## src/rtl/wb_serial_divider_v2.sv

```systemverilog
// Wishbone-mapped restoring divider: one quotient bit per clock, signed or unsigned,
// with divide-by-zero result, abort, overrun status and a completion interrupt.
module wb_serial_divider_v2 #(
   parameter int         WBW  = 32,
   parameter int         XLEN = 32,
   parameter logic [3:0] BASE = 4'h3
) (
   input  logic             clk_i,
   input  logic             reset_i,
   input  logic             wbs_stb_i,
   input  logic             wbs_cyc_i,
   input  logic             wbs_we_i,
   input  logic [WBW/8-1:0] wbs_sel_i,
   input  logic [WBW-1:0]   wbs_adr_i,
   input  logic [WBW-1:0]   wbs_dat_i,
   output logic             wbs_ack_o,
   output logic [WBW-1:0]   wbs_dat_o,
   output logic             busy_o,
   output logic             done_o,
   output logic             irq_o
);

   localparam int             CW  = $clog2(XLEN);
   localparam logic [WBW-1:0] BAD = WBW'(32'h0BAD_0BAD);

   typedef enum logic [1:0] {S_IDLE, S_PREP, S_CALC, S_FIXUP} state_t;

   state_t            r_state;
   logic              r_ack, r_start, r_done;
   logic [WBW-1:0]    r_rdata;
   logic [XLEN-1:0]   r_dividend, r_divisor, r_quotient, r_remainder;
   logic              r_signed, r_ien, r_fini, r_div0, r_overrun;
   logic [XLEN-1:0]   r_a, r_b, r_quo, r_rem, r_dvs;
   logic              r_sgn;
   logic [CW-1:0]     r_cnt;

   logic              w_req, w_hit, w_wr, w_rd, w_ctrl_wr, w_stat_rd;
   logic              w_busy, w_abort, w_start;
   logic [3:0]        w_off;
   logic [XLEN-1:0]   w_mask, w_a_mag, w_b_mag;
   logic              w_a_neg, w_b_neg, w_q_neg;
   logic [XLEN:0]     w_shift, w_diff;
   logic [WBW-1:0]    w_rdata;
   logic              w_unused;

   assign w_req     = wbs_stb_i & wbs_cyc_i & ~r_ack;
   assign w_hit     = (wbs_adr_i[WBW-1 -: 4] == BASE);
   assign w_off     = wbs_adr_i[5:2];
   assign w_wr      = w_req & wbs_we_i & w_hit;
   assign w_rd      = w_req & ~wbs_we_i;
   assign w_ctrl_wr = w_wr & (w_off == 4'd4);
   assign w_stat_rd = w_rd & w_hit & (w_off == 4'd5);
   assign w_busy    = (r_state != S_IDLE);
   assign w_abort   = w_ctrl_wr & wbs_dat_i[2];
   assign w_start   = w_ctrl_wr & wbs_dat_i[0] & ~wbs_dat_i[2];
   assign w_unused  = ^{wbs_adr_i, wbs_dat_i, wbs_sel_i};

   always_comb begin
      w_mask = '0;
      for (int i = 0; i < XLEN; i++) w_mask[i] = wbs_sel_i[i/8];
   end

   // Operands are magnitudes in signed mode; signs are restored in FIXUP.
   assign w_a_neg = r_sgn & r_a[XLEN-1];
   assign w_b_neg = r_sgn & r_b[XLEN-1];
   assign w_q_neg = w_a_neg ^ w_b_neg;
   assign w_a_mag = w_a_neg ? -r_a : r_a;
   assign w_b_mag = w_b_neg ? -r_b : r_b;
   assign w_shift = {r_rem, r_quo[XLEN-1]};
   assign w_diff  = w_shift - {1'b0, r_dvs};

   always_comb begin
      w_rdata = BAD;
      if (w_hit) begin
         case (w_off)
            4'd0:    w_rdata = WBW'(r_dividend);
            4'd1:    w_rdata = WBW'(r_divisor);
            4'd2:    w_rdata = WBW'(r_quotient);
            4'd3:    w_rdata = WBW'(r_remainder);
            4'd4:    w_rdata = WBW'({r_ien, 1'b0, r_signed, 1'b0});
            4'd5:    w_rdata = WBW'({r_overrun, r_div0, r_fini, w_busy});
            default: w_rdata = BAD;
         endcase
      end
   end

   // NOTE: sequential state uses non-blocking assignments only; later assignments in the
   // same block deliberately override earlier ones (e.g. FIXUP setting fini over a read-clear).
   always_ff @(posedge clk_i or posedge reset_i) begin
      if (reset_i) begin
         r_ack   <= 1'b0;
         r_rdata <= '0;
      end else begin
         r_ack <= w_req;
         if (w_rd) r_rdata <= w_rdata;
      end
   end

   always_ff @(posedge clk_i or posedge reset_i) begin
      if (reset_i) begin
         r_state     <= S_IDLE;
         r_start     <= 1'b0;
         r_done      <= 1'b0;
         r_dividend  <= '0;
         r_divisor   <= '0;
         r_quotient  <= '0;
         r_remainder <= '0;
         r_signed    <= 1'b0;
         r_ien       <= 1'b0;
         r_fini      <= 1'b0;
         r_div0      <= 1'b0;
         r_overrun   <= 1'b0;
         r_a         <= '0;
         r_b         <= '0;
         r_sgn       <= 1'b0;
         r_quo       <= '0;
         r_rem       <= '0;
         r_dvs       <= '0;
         r_cnt       <= '0;
      end else begin
         r_done  <= 1'b0;
         r_start <= w_start & ~w_busy;
         if (w_wr && w_off == 4'd0)
            r_dividend <= (r_dividend & ~w_mask) | (wbs_dat_i[XLEN-1:0] & w_mask);
         if (w_wr && w_off == 4'd1)
            r_divisor <= (r_divisor & ~w_mask) | (wbs_dat_i[XLEN-1:0] & w_mask);
         if (w_ctrl_wr) begin
            r_signed <= wbs_dat_i[1];
            r_ien    <= wbs_dat_i[3];
         end
         if (w_stat_rd) begin
            r_fini    <= 1'b0;
            r_overrun <= 1'b0;
         end
         if (w_start && w_busy) r_overrun <= 1'b1;

         if (w_abort && w_busy) begin
            r_state <= S_IDLE;
         end else begin
            case (r_state)
               S_IDLE: if (r_start) begin
                  r_state <= S_PREP;
                  r_a     <= r_dividend;
                  r_b     <= r_divisor;
                  r_sgn   <= r_signed;
                  r_fini  <= 1'b0;
                  r_div0  <= 1'b0;
               end
               S_PREP: begin
                  r_quo   <= w_a_mag;
                  r_dvs   <= w_b_mag;
                  r_rem   <= '0;
                  r_cnt   <= '0;
                  r_state <= (r_b == '0) ? S_FIXUP : S_CALC;
               end
               S_CALC: begin
                  r_rem   <= w_diff[XLEN] ? w_shift[XLEN-1:0] : w_diff[XLEN-1:0];
                  r_quo   <= {r_quo[XLEN-2:0], ~w_diff[XLEN]};
                  r_cnt   <= r_cnt + CW'(1);
                  if (r_cnt == CW'(XLEN-1)) r_state <= S_FIXUP;
               end
               S_FIXUP: begin
                  if (r_b == '0) begin
                     r_quotient  <= '1;
                     r_remainder <= r_a;
                     r_div0      <= 1'b1;
                  end else begin
                     r_quotient  <= w_q_neg ? -r_quo : r_quo;
                     r_remainder <= w_a_neg ? -r_rem : r_rem;
                  end
                  r_fini  <= 1'b1;
                  r_done  <= 1'b1;
                  r_state <= S_IDLE;
               end
               default: r_state <= S_IDLE;
            endcase
         end
      end
   end

   assign wbs_ack_o = r_ack;
   assign wbs_dat_o = r_rdata;
   assign busy_o    = w_busy;
   assign done_o    = r_done;
   assign irq_o     = r_fini & r_ien;

endmodule

```

## config.mk

```make
export PLATFORM = sky130hd
export DESIGN_NAME = wb_serial_divider_v2
export DESIGN_NICKNAME = d
export VERILOG_FILES = /design/src/rtl/wb_serial_divider_v2.sv
export SDC_FILE = /design/constraint.sdc
export NUM_CORES = 1
export LEC_CHECK = 0
export ABC_AREA = 1
export CAP_MARGIN = 20
export CORE_MARGIN = 8
export CORE_UTILIZATION = 50
export CTS_CLUSTER_DIAMETER = 120
export DETAILED_ROUTE_END_ITERATION = 8
export GPL_ROUTABILITY_DRIVEN = 0
export PLACE_DENSITY = 0.69
export SLEW_MARGIN = 10
export SYNTH_ARGS = -nofsm -noshare
export SYNTH_HDL_FRONTEND = slang
export SYNTH_SLANG_ARGS = --single-unit
```

## constraint.sdc

```tcl
create_clock -name clk_i -period 12.15 [get_ports clk_i]
set_input_delay 3.0375 -clock clk_i [delete_from_list [all_inputs] [get_ports clk_i]]
set_output_delay 3.0375 -clock clk_i [all_outputs]
set_load 0.03 [all_outputs]
```

==> results by group <==
Worst setup path
  – Crit path cell chain: clkdlybuf4s50_1, nor2_1, nand2_1, inv_1, nand3_1, o21ai_0
  – Setup CP Type: primary input to register
  – CP max stage delay: 830 ps
  – CP endpoint kind: register
  – FF-to-FF setup slack: 8550 ps
  – CP max stage cell: inv_1
  – Crit path launch type: primary input
  – Worst EP arrival: 6040 ps
  – Worst-path fanout max: 20
  – CP Data Required Time: between 10000 and 15000 ps

Routing
  – Drc violations: 0
  – Pre-Repair DR Iteration Count: 6
  – DR iter-0 viols: 2028
  – DR WL/cell: 19.9 um
  – Routed WL: 68900 um
  – Vias: 19.7k
  – Post-DRT Antenna Nets: 0
  – Via density: 5.70

Floorplan
  – Starting density of the core: 0.503
  – Die H: 218 um
  – Row cnt: 74
  – I/O pin count: 109
  – Core area: 0.0406 mm^2
  – Area of the die: 0.0476 mm^2
  – Die width: 218 um

Outcome
  – Status: finished, final reports clean

Yosys
  – Number of synthesized flops with an enable pin: 0
  – Synth Flop Type: dfrtp_1
  – Mapped Nets: 2985
  – Synthesized area: 0.0205 mm^2
  – Adder-Cell Fraction of Synth Area: 0.0267
  – Simple-gate portion of the synthesized area: 0.283
  – Yosys cell types: 52
  – Mux cell area share after synthesis: 0.000489
  – Syn. warnings: 0
  – Register bit total from synthesis: 336
  – Post-Synth XOR/XNOR Area: 0.0385
  – Largest family of logic cells by synthesized area: simple AND/OR/NAND/NOR gates
  – Mean post-synth cell area: 7.13 um^2
  – Synth Area in Compound Gates: 0.137
  – Post-synthesis sequential area ratio: 0.411
  – Asr flop ratio synth: 1.00
  – Cells after synthesis: 2869

Clock tree
  – # Post-CTS Setup Buffers: 0
  – CTS buffer count: 38
  – TritonCTS clock tree: built
  – # clock sinks: 336
  – Post-CTS sizing: 0
  – Clock Tree Buf Depth: 3
  – Htree depth: 2
  – # hold bufs at CTS: 0
  – Clock Latency Late Sink: 560 ps
  – Clock Pin Slew Worst Setup and Hold Paths: 60 ps
  – Root Driver: clkbuf_16

Timing
  – # setup viols final: 0
  – Final WS setup: 6550 ps
  – Setup TNS: 0 ps
  – Fin crit period: around 5600 ps
  – RSZ-0062 raised after global routing: false
  – Worst relative slew slack: 0.283
  – Endpoints failing hold: 0
  – Final Skew: roughly 29 ps
  – Final period util: 0.461
  – Max Freq: 0.179 GHz
  – Least-Margin Pin Slew: 1080 ps
  – Slew Viols, Final: 0

Place
  – Dpl hpwl: around 51000 um
  – IO Port Bufs: 84
  – Pre-CTS setup slack: 6110 ps

Power
  – Comb pwr share: 0.578
  – Sw Share: 0.510
  – Leak: 11.5 nW
  – Internal: 0.00282 W
  – Sw Pwr: 0.00294 W
  – Peak VDD IR: 0.262 mV
  – PwrDens: about 250 mW/mm^2
  – Clock Power Share: 0.197
  – Reg power frac: 0.225
  – Pwr Total: just under 0.006 W

Global routing
  – Largest net degree at the start of global routing: 179
  – Final global-route overflow total: 0
  – Vias in the first global route: roughly 19k
  – Initial antenna violation count: 3
  – First-pass GRT wire length: 107000 um
  – Total Routing Usage GR: 0.286

Worst hold path
  – HP Class: register to register

Final layout
  – N_diodes: 0
  – Nets: 3024
  – Area Overhead vs Synth: 11.5%
  – Util after Layout: 0.561
  – Layout cells sized above 1: 0.0454

Job
  – Maxcap violations: 0
==> path summary, 6_finish.rpt <==
check                                       to  depth (start not counted)          from
worst max register to register  r_quotient[26]                         12         r_sgn
worst min-delay path                 r_dvs[14]                          2     r_dvs[14]
worst min register to register       r_dvs[14]                          2     r_dvs[14]
max in group asynchronous            r_dvs[12]                          4       reset_i
worst max-delay path                  register                          6  wbs_adr_i[5]
min in group asynchronous             r_rem[7]                          2       reset_i
==> synthesized netlist by cell type (10+ instances only) <==
cell type	count	area [um^2]
ha_1	42	526
o211ai_1	23	173
buf_2	37	185
a31oi_1	10	62.6
xor2_1	71	622
dfrtp_1	336	8410
nor2_1	215	807
nand2_1	847	3180
a221oi_1	28	245
o21ai_0	229	1150
clkbuf_1	46	173
o221ai_1	11	96.3
inv_2	16	60.1
buf_4	10	75.1
a21oi_1	85	425
o22ai_1	47	294
nor3_1	24	120
nor2_2	13	81.3
nand4_1	25	156
nand3_1	220	1100
xnor2_1	19	166
inv_1	414	1550
a22oi_1	15	113
o21ai_1	14	70.1
==> placed cells by master, fill, tap and decap left out, drive strengths merged, types with 5 or more instances in the layout <==
cell and instances:
a31oi 10, clkbuf 52, o21ai 245, nand3 223, dfrtp 336, inv 430
a21oi 87, o211ai 23, o221ai 11, buf 16, clkdlybuf4s50 84, xor2 71
a221oi 28, nand4 25, nor3 25, a22oi 15, nand3b 8, clkinv 6
or2 7, o21bai 5, ha 42, xnor2 19, nor2 230, o22ai 47
nand2 861
==> power by group through the flow <==
stage	Combinational, W	Sequential, W	Clock [W]
floorplan	0.00250	0.00128	0
global placement	0.00318	0.00131	0
detailed placement	0.00324	0.00131	0
CTS	0.00326	0.00129	0.00114
global route	0.00372	0.00130	0.00119
finish	0.00334	0.00130	0.00113
==> cell families after synthesis <==
group           Yosys count
compound gates          482
xor+xnor                 90
fa+ha+maj                43
buf+inv                 532
flops                   336
mux                       1
simple gates           1385
==> worst max-delay path: cells and delay by family <==
family / cells / cell delay [ps]
and+or+nand+nor: 3 / 1370
buffers and inverters: 2 / 1270
AOI/OAI and AO/OA: 1 / 350
==> area by class of cell <==
type,instances,area (um^2)
tap,532,666
sequential,336,8410
multi-input combinational,2001,9950
fill,3760,17800
clock buffer,52,1060
clock inverter,9,116
inverter,431,1620
timing repair buffer,100,986
==> per-layer routing <==
metal  GRT usage  vias to the layer above  part of all wire
li1            -                     9289                 -
met1       0.377                     9394              0.41
met2       0.448                      836              0.45
met3      0.0326                      191             0.067
met4       0.177                        4             0.070
met5           0                        -           0.00030
==> stage by stage <==
stage	cells	hold WS [ps]	area, um^2
floorplan	2869	448	20500
detailed placement	3399	470	21600
global route	3461	507	22800
finish	3461	483	22800
CTS	3460	486	22800
global placement	3399	463	21600
No activity file was read; power rests on OpenSTA's default activity.
